===== src/rtl/alu_exec_unit.sv =====
// Handshaked WIDTH-bit ALU whose results return in order through a response FIFO.
// Optional feature macro ALU_OVERFLOW_EN adds a stored signed-overflow flag and the rsp_overflow port.
module alu_exec_unit #(
    parameter int WIDTH      = 4,
    parameter int FIFO_DEPTH = 4
) (
    input  logic             clk,
    input  logic             rst_n,
    input  logic             req_valid,
    output logic             req_ready,
    input  logic [WIDTH-1:0] req_a,
    input  logic [WIDTH-1:0] req_b,
    input  logic [2:0]       req_sel,
    output logic             rsp_valid,
    input  logic             rsp_ready,
    output logic [WIDTH-1:0] rsp_result,
    output logic             rsp_carry,
`ifdef ALU_OVERFLOW_EN
    output logic             rsp_overflow,
`endif
    output logic             rsp_zero
);

    localparam int PW = $clog2(FIFO_DEPTH);
`ifdef ALU_OVERFLOW_EN
    localparam int EW = WIDTH + 3;
`else
    localparam int EW = WIDTH + 2;
`endif
    localparam logic [PW:0] FULL_COUNT = (PW+1)'(FIFO_DEPTH);

    logic [WIDTH:0]   w_sum;
    logic [WIDTH:0]   w_diff;
    logic [WIDTH-1:0] w_result;
    logic             w_carry;
    logic             w_zero;
    logic [EW-1:0]    w_entry;
    logic [EW-1:0]    w_head;
    logic             w_push;
    logic             w_pop;

    logic [EW-1:0]    r_mem [FIFO_DEPTH];
    logic [PW-1:0]    r_wr_ptr;
    logic [PW-1:0]    r_rd_ptr;
    logic [PW:0]      r_count;

    assign w_sum  = {1'b0, req_a} + {1'b0, req_b};
    assign w_diff = {1'b0, req_a} - {1'b0, req_b};

    // The top bit of the extended difference is the borrow, so carry is its inverse.
    always_comb begin
        w_result = '0;
        w_carry  = 1'b0;
        case (req_sel)
            3'b000: begin
                w_result = w_sum[WIDTH-1:0];
                w_carry  = w_sum[WIDTH];
            end
            3'b001: begin
                w_result = w_diff[WIDTH-1:0];
                w_carry  = ~w_diff[WIDTH];
            end
            3'b010: w_result = req_a & req_b;
            3'b011: w_result = req_a | req_b;
            3'b100: w_result = req_a ^ req_b;
            3'b101: w_result = ~req_a;
            3'b110: begin
                w_result = {req_a[WIDTH-2:0], 1'b0};
                w_carry  = req_a[WIDTH-1];
            end
            3'b111: begin
                w_result = {1'b0, req_a[WIDTH-1:1]};
                w_carry  = req_a[0];
            end
        endcase
    end

    assign w_zero = (w_result == '0);

`ifdef ALU_OVERFLOW_EN
    logic w_overflow;

    always_comb begin
        w_overflow = 1'b0;
        if (req_sel == 3'b000)
            w_overflow = (req_a[WIDTH-1] == req_b[WIDTH-1]) && (w_result[WIDTH-1] != req_a[WIDTH-1]);
        else if (req_sel == 3'b001)
            w_overflow = (req_a[WIDTH-1] != req_b[WIDTH-1]) && (w_result[WIDTH-1] != req_a[WIDTH-1]);
    end

    assign w_entry      = {w_result, w_carry, w_zero, w_overflow};
    assign rsp_overflow = w_head[0];
`else
    assign w_entry = {w_result, w_carry, w_zero};
`endif

    assign req_ready = (r_count != FULL_COUNT);
    assign rsp_valid = (r_count != '0);
    assign w_push    = req_valid & req_ready;
    assign w_pop     = rsp_valid & rsp_ready;

    assign w_head     = r_mem[r_rd_ptr];
    assign rsp_result = w_head[EW-1 -: WIDTH];
    assign rsp_carry  = w_head[EW-WIDTH-1];
    assign rsp_zero   = w_head[EW-WIDTH-2];

    // Storage is cleared on reset so the head reads as zero until the first push.
    always_ff @(posedge clk or negedge rst_n) begin
        if (!rst_n) begin
            r_wr_ptr <= '0;
            r_rd_ptr <= '0;
            r_count  <= '0;
            for (int i = 0; i < FIFO_DEPTH; i++)
                r_mem[i] <= '0;
        end else begin
            if (w_push) begin
                r_mem[r_wr_ptr] <= w_entry;
                r_wr_ptr        <= r_wr_ptr + 1'b1;
            end
            if (w_pop)
                r_rd_ptr <= r_rd_ptr + 1'b1;
            case ({w_push, w_pop})
                2'b10:   r_count <= r_count + 1'b1;
                2'b01:   r_count <= r_count - 1'b1;
                default: r_count <= r_count;
            endcase
        end
    end

endmodule


===== config.mk =====
export PLATFORM = sky130hd
export DESIGN_NAME = alu_exec_unit
export DESIGN_NICKNAME = d
export VERILOG_FILES = /design/src/rtl/alu_exec_unit.sv
export SDC_FILE = /design/constraint.sdc
export NUM_CORES = 1
export LEC_CHECK = 0
export CAP_MARGIN = 20
export CORE_ASPECT_RATIO = 0.5
export CORE_UTILIZATION = 45
export CTS_CLUSTER_SIZE = 30
export DETAILED_ROUTE_END_ITERATION = 8
export HOLD_SLACK_MARGIN = 0.03
export PLACE_DENSITY = 0.67
export SETUP_SLACK_MARGIN = 0.4
export SLEW_MARGIN = 20
export SYNTH_ARGS = -nofsm -noshare
export SYNTH_HDL_FRONTEND = slang
export SYNTH_SLANG_ARGS = --single-unit

===== constraint.sdc =====
create_clock -name clk -period 3.6 [get_ports clk]
set_input_delay 0.36 -clock clk [delete_from_list [all_inputs] [get_ports clk]]
set_output_delay 0.36 -clock clk [all_outputs]
set_load 0.01 [all_outputs]

## Yosys cells after proc, flatten, opt, wreduce, memory -nomap -nowiden

Index checks and enable logic that the tools add are counted.

- Bits in registers: 31
- Input bits: 15

- Reductions and logical operators: 5
- Equality and inequality tests: 10
- $lt $le $gt $ge: 3
- Bitwise gates (word level): 9
- $add $sub $neg: 6
- Mux-type cells: 9

Operators with widths:

| kind | count |
|---|---|
| $pmux W4 S8 | 1 |
| $bwmux W24 | 1 |
| $mux W6 | 3 |
| $bmux W6 S2 | 1 |
| $demux W6 S2 | 1 |
| $eq A3 B3 Y1 const B | 4 |
| $eq A3 B2 Y1 const B | 2 |
| $ge A3 B3 Y1 const B | 2 |
| $not A2 Y3 | 2 |
| $pmux W3 S2 | 1 |
| $add A4 B4 Y5 | 1 |
| $sub A4 B4 Y5 | 1 |
| $add A2 B1 Y2 const B | 2 |
| $and A4 B4 Y4 | 1 |
| $logic_not A4 Y1 | 1 |
| $not A4 Y4 | 1 |
| $or A4 B4 Y4 | 1 |
| $pmux W1 S4 | 1 |
| $xor A4 B4 Y4 | 1 |
| $add A3 B1 Y3 const B | 1 |
| $eq A3 B1 Y1 const B | 1 |
| $logic_not A3 Y1 | 1 |
| $lt A3 B1 Y1 const B | 1 |
| $ne A3 B3 Y1 const B | 1 |
| other kinds (8) | 9 |

## Longest topological paths before layout

Gate-level depths: netlist (run 1).

- Word-level depth: 6
- Depth in mapped cells: 11
- Depth with buffers taken out: 10

## Worst setup path after synthesis (run 1)

No wires, ideal clock.

- Kind: input to register
- From: in req_a[0]
- To: reg r_mem[12] in the netlist's numbering
- Arrival: 2130 ps
- Data required time: 3478 ps
- Stages: 8
- Path slack: 1349 ps
- Cell sequence: inv_1 -> ha_1 -> fa_1 -> xnor2_1 -> mux4_2 -> a21oi_4 -> nor3_1 -> a32o_1

- Word-level cells in the longest chain between the ends: 4

Ends and longest elaborated chain:

| what | line | text |
|---|---|---|
| from (decl) | 11 | `input logic [WIDTH-1:0] req_a,` |
| $sub A4 B4 Y5 (tied with other cells) | 48 | `assign w_diff = {1'b0, req_a} - {1'b0, req_b};` |
| $pmux W4 S8 (*) | 54 | `case (req_sel)` |
| $logic_not A4 Y1 (*) | 78 | `assign w_zero = (w_result == '0);` |
| $bwmux W24 (*) | 117 | `r_mem[r_wr_ptr] <= w_entry;` |
| to (signal, indexed assignment) | 117 |  |
| to (decl) | 42 | `logic [EW-1:0] r_mem [FIFO_DEPTH];` |

Every way passes the cells marked *; elsewhere a longest branch is shown, timed or not.
A chain may end at the register's enable or synchronous reset.

## Worst setup path after layout (run 1)

- From: in req_a[0]
- To: reg r_mem[6] in the netlist's numbering

The elaborated chain is that of the path after synthesis.

==> results of run 1 <==
-- state kept, by name (all words and copies together) (netlist names) --
register and cells:
r_mem 24, r_count 3, r_rd_ptr 2, r_wr_ptr 2
-- layout by cell type, fill, tap and decap left out, types with 2 or more instances in the layout --
cell	netlist	routed
sky130_fd_sc_hd__o21ai_0	12	12
sky130_fd_sc_hd__o22ai_1	2	2
sky130_fd_sc_hd__xnor2_1	5	5
sky130_fd_sc_hd__and2_1	2	2
sky130_fd_sc_hd__o21ai_1	7	7
sky130_fd_sc_hd__nand2_1	20	20
sky130_fd_sc_hd__clkbuf_8	0	6
sky130_fd_sc_hd__mux4_2	7	7
sky130_fd_sc_hd__nor2_1	11	11
sky130_fd_sc_hd__xor2_1	3	3
sky130_fd_sc_hd__nand2_2	4	4
sky130_fd_sc_hd__a32o_1	4	4
sky130_fd_sc_hd__mux2i_1	4	4
sky130_fd_sc_hd__inv_1	19	19
sky130_fd_sc_hd__mux2_1	4	4
sky130_fd_sc_hd__mux2_2	4	4
sky130_fd_sc_hd__a21oi_1	6	6
sky130_fd_sc_hd__o311ai_0	2	2
sky130_fd_sc_hd__a211oi_1	2	2
sky130_fd_sc_hd__fa_1	3	3
sky130_fd_sc_hd__clkdlybuf4s50_1	0	22
sky130_fd_sc_hd__nor3b_1	2	2
sky130_fd_sc_hd__ha_1	17	17
sky130_fd_sc_hd__o22a_1	2	2
sky130_fd_sc_hd__nor3_1	5	5
sky130_fd_sc_hd__dfrtp_1	31	31
-- power groups by stage --
stage | Clock (mW) | Sequential [mW] | Combinational, mW
final | 0.349 | 0.638 | 0.717
after global placement | 0 | 0.640 | 0.700
after CTS | 0.355 | 0.641 | 0.731
after floorplan | 0 | 0.576 | 0.526
after global routing | 0.376 | 0.664 | 0.804
after detailed placement | 0 | 0.644 | 0.726
-- cell type report --
| type | count | area [µm²] | share of cell area [%] |
|---|---|---|---|
| inverters | 19 | 71.3 | 2.94 |
| well taps | 54 | 67.6 | 2.78 |
| clock inverters | 2 | 35.0 | 1.44 |
| multi-input cells | 139 | 1170 | 48.1 |
| repair buffers | 23 | 228 | 9.39 |
| flip-flops and latches | 31 | 776 | 32.0 |
| clock buffers | 6 | 82.6 | 3.40 |
-- worst max-delay path: stages --
cell,delay [ns]
sky130_fd_sc_hd__clkdlybuf4s50_1,0.54
sky130_fd_sc_hd__inv_1,0.08
sky130_fd_sc_hd__ha_1,0.23
sky130_fd_sc_hd__fa_1,0.41
sky130_fd_sc_hd__xnor2_1,0.14
sky130_fd_sc_hd__mux4_2,0.49
sky130_fd_sc_hd__a21oi_4,0.25
sky130_fd_sc_hd__nor3_1,0.09
sky130_fd_sc_hd__a32o_1,0.26
-- metrics by stage --
stage	hold slack, ns	total power [mW]	util, %
after detailed placement	0.475	1.37	56.0
after CTS	0.490	1.73	58.8
after floorplan	0.0644	1.10	-
after global placement	0.461	1.34	56.0
after global routing	0.512	1.84	58.8
final	0.474	1.70	58.8
-- logic make-up after synthesis --
family | share of synthesized area (%)
XOR/XNOR | 3.43
AND/OR/NAND/NOR | 10.9
adder cells (fa/ha/maj) | 13.3
multiplexers | 14.1
buffers and inverters | 5.08
AO/OA/AOI/OAI | 15.3
flip-flops | 37.9
-- worst paths after layout --
check / end / slack [ns] / cells after the start
worst max-delay path: r_mem[6] / 0.91 / 9
worst min-delay path: r_wr_ptr[0] / 0.47 / 2
worst max register to register: r_count[2] / 1.48 / 10
worst min register to register: r_mem[2] / 0.48 / 2
max in group asynchronous: r_rd_ptr[1] / 2.85 / 2
min in group clk: r_mem[2] / 0.48 / 2
-- per-layer routing --
metal	global-route usage [%]	routed length (µm)
met1	23.6	1830
met2	32.9	1870
met3	3.55	162
met4	6.86	46
met5	0	0
==> metrics.txt, run 1 <==
Top FF cell, synth=sky130_fd_sc_hd__dfrtp_1; internal power of the cells=1.14 mW; fraction of post-synthesis cell area in the top cell type by area=37.9%; pin count of the biggest net entering global routing=32; final WL=3.90 mm; Post-synth top cells=sky130_fd_sc_hd__dfrtp_1 (31), sky130_fd_sc_hd__nand2_1 (20), sky130_fd_sc_hd__inv_1 (19); number of max-capacitance violations reported=0; final setup skew=0.00267 ns; share of flip-flops with an asynchronous set or reset after synthesis=100%; vias=1487; initial drt markers=78; clock-pin slew of the registers on the worst-case setup and hold paths=0.06 ns; clock root cell=sky130_fd_sc_hd__clkbuf_8; unrepaired setup endpoints after global routing=no; library cell with the highest instance count after synthesis=sky130_fd_sc_hd__dfrtp_1; layout cell share with drive strength beyond 1=12.7%; achievable frequency=372 MHz; area after detailed placement=2310 µm²; drt pass-1 iters=4; Area Growth Syn to Fin=18.6%; outcome=complete, no violations; number of gates resized after CTS=0; number of hold violations in the final report=0; WL/cell=14.2 µm; Post-Place Cells=266; power density normalized to cell area=703 nW/µm²; Max H-tree Level=2; final weighted congestion in routability-driven placement=0.899; Global Route Usage Sum=18.8%; shortest period the worst path allows=2.69 ns; cts-stage hold buffer count=0; Req. time, crit path=3.77 ns; Clk Latency, worst-skew pair=0.28 ns; flops & latches, synth=31; final global-route overflow total=0; top post-synthesis cells by area=sky130_fd_sc_hd__dfrtp_1 (38%), sky130_fd_sc_hd__ha_1 (10%), sky130_fd_sc_hd__mux4_2 (7.7%); Layout Nets=254; area of the core region=4120 µm²; overall die height=49.7 µm; launching instance or port of the critical path=req_a[0]; Flop pwr share=37.4%; width of the die=97.4 µm; starting utilization of the core area=49.6%; via density per instance=5.43; total of endpoints with negative setup slack in the final report=0; number of synthesized flops with an enable pin=0; via count of the first global-routing pass=1555; proportion of power drawn by combinational gates=42.1%; kind of path behind the tightest hold check=primary input to async pin; kind of end point of the critical path=flop; final standard cell area without fillers=2430 µm²; pins over their slew limit=0; Tightest Pin Transition=0.651 ns; cell count after synthesis=196; setup slack after layout=0.911 ns; crit-path max FO=8; CTS sink count=31; number of antenna violations at the first check in global routing=0; cell accounting for the most synthesized area=sky130_fd_sc_hd__dfrtp_1; post-route DRC violation count=0; filler instances=368; overall die area=4840 µm²; Worst R2R Start=r_count[0]; fraction of the yosys area taken by sequential cells=37.9%; arrival time of the worst setup path=2.86 ns; worst-case setup slack after placement=0.631 ns; Max Buffers Root-to-Sink=2; Leak=1.08 nW; worst voltage drop across the vdd grid=222 µV; setup TNS after final layout=0 ns; count of antenna-violating nets left after detailed routing=0; average cell area after synthesis=10.4 µm²; total nets after synthesis=231; number of library cell types mapped by synthesis=38; net switching fraction of the power=33.3%; setup repair bufs after CTS=0; Synthesis Warnings=0; post-synthesis cell area=2050 µm²; antenna diode count=0; TritonCTS clock tree=built; num ports=23; final instance count without filler cells=274; Clock Power Share=20.5%; row count=16; CP startpoint kind=primary input; Worst slew margin=56.4%; Final HPWL DP=2.96 mm; switching power of the nets=0.568 mW; critical path type=primary input to flop; count of input and output buffers=22; final cycle utilization of the critical path=74.7%; first-pass GRT wire length=7.06 mm; number of clock buffers inserted by TritonCTS=5
No activity file was read; power rests on OpenSTA's default activity.
==> run 2, diff against run 1 <==
- clock period: 3.6 -> 2.65 ns (I/O delays scaled with it)
==> metrics.txt, run 2 (same netlist as run 1, synthesis figures left out) <==
outcome=complete, no violations; Post-Place Cells=276 (+3.8%); power density normalized to cell area=939 nW/µm² (+34%); shortest period the worst path allows=2.13 ns; count of input and output buffers=22 (unchanged); proportion of power drawn by combinational gates=41.3% (-0.8 points); layout cell share with drive strength beyond 1=22.9% (+10 points); kind of end point of the critical path=flop; via density per instance=5.39 (-0.63%); switching power of the nets=0.793 mW (+40%); crit-path max FO=5 (-3); clock-pin slew of the registers on the worst-case setup and hold paths=0.07 ns (about the same); final weighted congestion in routability-driven placement=0.862 (-4.2%); launching instance or port of the critical path=req_b[0]; initial drt markers=69 (-12%); CTS sink count=31 (unchanged); achievable frequency=470 MHz; Clock Power Share=22.8% (+2.3 points); Req. time, crit path=2.83 ns (-0.94 ns); total of endpoints with negative setup slack in the final report=0 (unchanged); number of flip-flops under the largest register name=24 (unchanged); Max H-tree Level=2 (unchanged); Area Growth Syn to Fin=26.4%; Max Buffers Root-to-Sink=2 (unchanged); Global Route Usage Sum=19.5% (+0.72 points); drt pass-1 iters=4 (unchanged); final global-route overflow total=0 (unchanged); worst-case setup slack after placement=-0.0891 ns (-0.720 ns); width of the die=97.4 µm (unchanged); post-route DRC violation count=0 (unchanged); via count of the first global-routing pass=1548 (-0.45%); number of max-capacitance violations reported=0 (unchanged); CP startpoint kind=primary input; first-pass GRT wire length=7.25 mm (+2.6%); Leak=1.15 nW (+6.4%); most flop-heavy register=r_mem; antenna diode count=0 (unchanged); pins over their slew limit=0 (unchanged); clock root cell=sky130_fd_sc_hd__clkbuf_8; overall die area=4840 µm² (unchanged); Flop pwr share=35.9% (-1.5 points); num ports=23 (unchanged); number of antenna violations at the first check in global routing=0 (unchanged); Final HPWL DP=3.03 mm (+2.5%); arrival time of the worst setup path=2.30 ns (-0.56 ns); kind of path behind the tightest hold check=primary input to async pin; net switching fraction of the power=32.7% (-0.64 points); area of the core region=4120 µm² (unchanged); unrepaired setup endpoints after global routing=no; pin count of the biggest net entering global routing=32 (unchanged); Clk Latency, worst-skew pair=0.29 ns (about the same); number of clock buffers inserted by TritonCTS=5 (unchanged); row count=16 (unchanged); WL/cell=14.5 µm (+1.6%); final WL=4.13 mm (+5.7%); highest-delay cell along the critical path=sky130_fd_sc_hd__mux4_2; Worst R2R Start=r_count[0]; internal power of the cells=1.63 mW (+44%); ordered cell list for the critical path=dlygate4sd2_1 > ha_2 > fa_2 > xnor2_1 > mux4_2 > a21oi_4 > nor3_2 > a32o_1; Tightest Pin Transition=0.597 ns (-0.0546 ns); Layout Nets=265 (+4.3%); max incr delay on CP=0.48 ns (-0.06 ns); commonest cells after routing, fill and taps aside=sky130_fd_sc_hd__dfrtp_1 (30), sky130_fd_sc_hd__nand2_1 (20), sky130_fd_sc_hd__clkdlybuf4s50_1 (18); number of hold violations in the final report=0 (unchanged); final cycle utilization of the critical path=80.3%; count of antenna-violating nets left after detailed routing=0 (unchanged); critical path type=primary input to flop; Worst slew margin=59.9% (+3.5 points); starting utilization of the core area=49.6% (unchanged); overall die height=49.7 µm (unchanged); final standard cell utilization of the core=62.7% (+3.9 points); final setup skew=0.00843 ns (+0.00576 ns); vias=1537 (+3.4%); setup slack after layout=0.522 ns (-0.389 ns); worst voltage drop across the vdd grid=401 µV (+81%); commonest non-fill, non-tap cell in the layout=sky130_fd_sc_hd__dfrtp_1; final instance count without filler cells=285 (+4.0%); TritonCTS clock tree=built; largest registers=r_mem (24), r_count (3)
run 2: changes by cell type in the layout (fill, tap and decap cells not counted), moves of 2 or more:
cell and delta:
sky130_fd_sc_hd__buf_4 +11, sky130_fd_sc_hd__clkdlybuf4s50_1 -4, sky130_fd_sc_hd__dlygate4sd2_1 +3, sky130_fd_sc_hd__fa_1 -2
sky130_fd_sc_hd__fa_2 +2, sky130_fd_sc_hd__ha_1 -3, sky130_fd_sc_hd__ha_4 +2, sky130_fd_sc_hd__inv_1 -3
sky130_fd_sc_hd__inv_2 +2, sky130_fd_sc_hd__nor3_1 -4, sky130_fd_sc_hd__nor3_2 +4
run 2: repair_timing:
action / 4_1_cts / 5_1_grt
gates resized for setup: 15 / 7
hold buffers: 0 / 0
endpoints found under the setup margin: 17 / 13
pin swaps: 7 / 2
setup buffers: 1 / 0
cloned: 0 / 0
run 2: power by group through the flow:
stage	registers (mW)	logic, mW	clock network (mW)
after floorplan	0.783	0.715	0
after global routing	0.903	1.11	0.585
after CTS	0.874	1.01	0.562
after global placement	0.869	0.963	0
final	0.871	1.00	0.554
after detailed placement	0.877	0.993	0
run 2: area by class of cell:
type / instances / area [µm²]
fill: 353 / 1540
tap: 54 / 67.6
inverter: 19 / 73.8
clock inverter: 2 / 60.1
timing repair buffer: 34 / 309
sequential: 31 / 777
multi-input combinational: 139 / 1220
clock buffer: 6 / 72.6
run 2: final timing paths:
| kind | end | slack (ns) | cells past startpoint |
|---|---|---|---|
| hold reg to reg | r_mem[14] | 0.49 | 2 |
| hold / removal | r_mem[21] | 0.36 | 2 |
| setup / recovery | r_mem[18] | 0.52 | 8 |
| setup reg to reg | r_count[2] | 0.59 | 10 |
| min in group clk | r_mem[14] | 0.49 | 2 |
| max in group asynchronous | r_rd_ptr[0] | 1.98 | 2 |
run 2: metal layers:
layer	global-route usage (%)	up-vias	wire length, µm
met1	25.1	732	1970
li1	-	759	-
met2	32.2	37	1890
met5	0	-	0
met3	4.96	9	176
met4	7.35	0	90
run 2: worst max-delay path, delay by kind of cell:
family	cells	cell delay [ns]
AND/OR/NAND/NOR	1	0.07
buffers and inverters	1	0.26
adder cells (fa/ha/maj)	2	0.58
multiplexers	1	0.48
XOR/XNOR	1	0.13
AO/OA/AOI/OAI	2	0.51
run 2: per-stage QoR:
stage          hold WS, ns  cell area (µm²)  TNS, ns  power, mW
3_3_place_gp         0.461             2380   -0.187       1.83
2_1_floorplan      -0.0306             2050        0       1.50
6_report             0.362             2580        0       2.43
3_5_place_dp         0.477             2380   -0.289       1.87
5_1_grt              0.414             2580        0       2.60
4_1_cts              0.376             2570        0       2.45
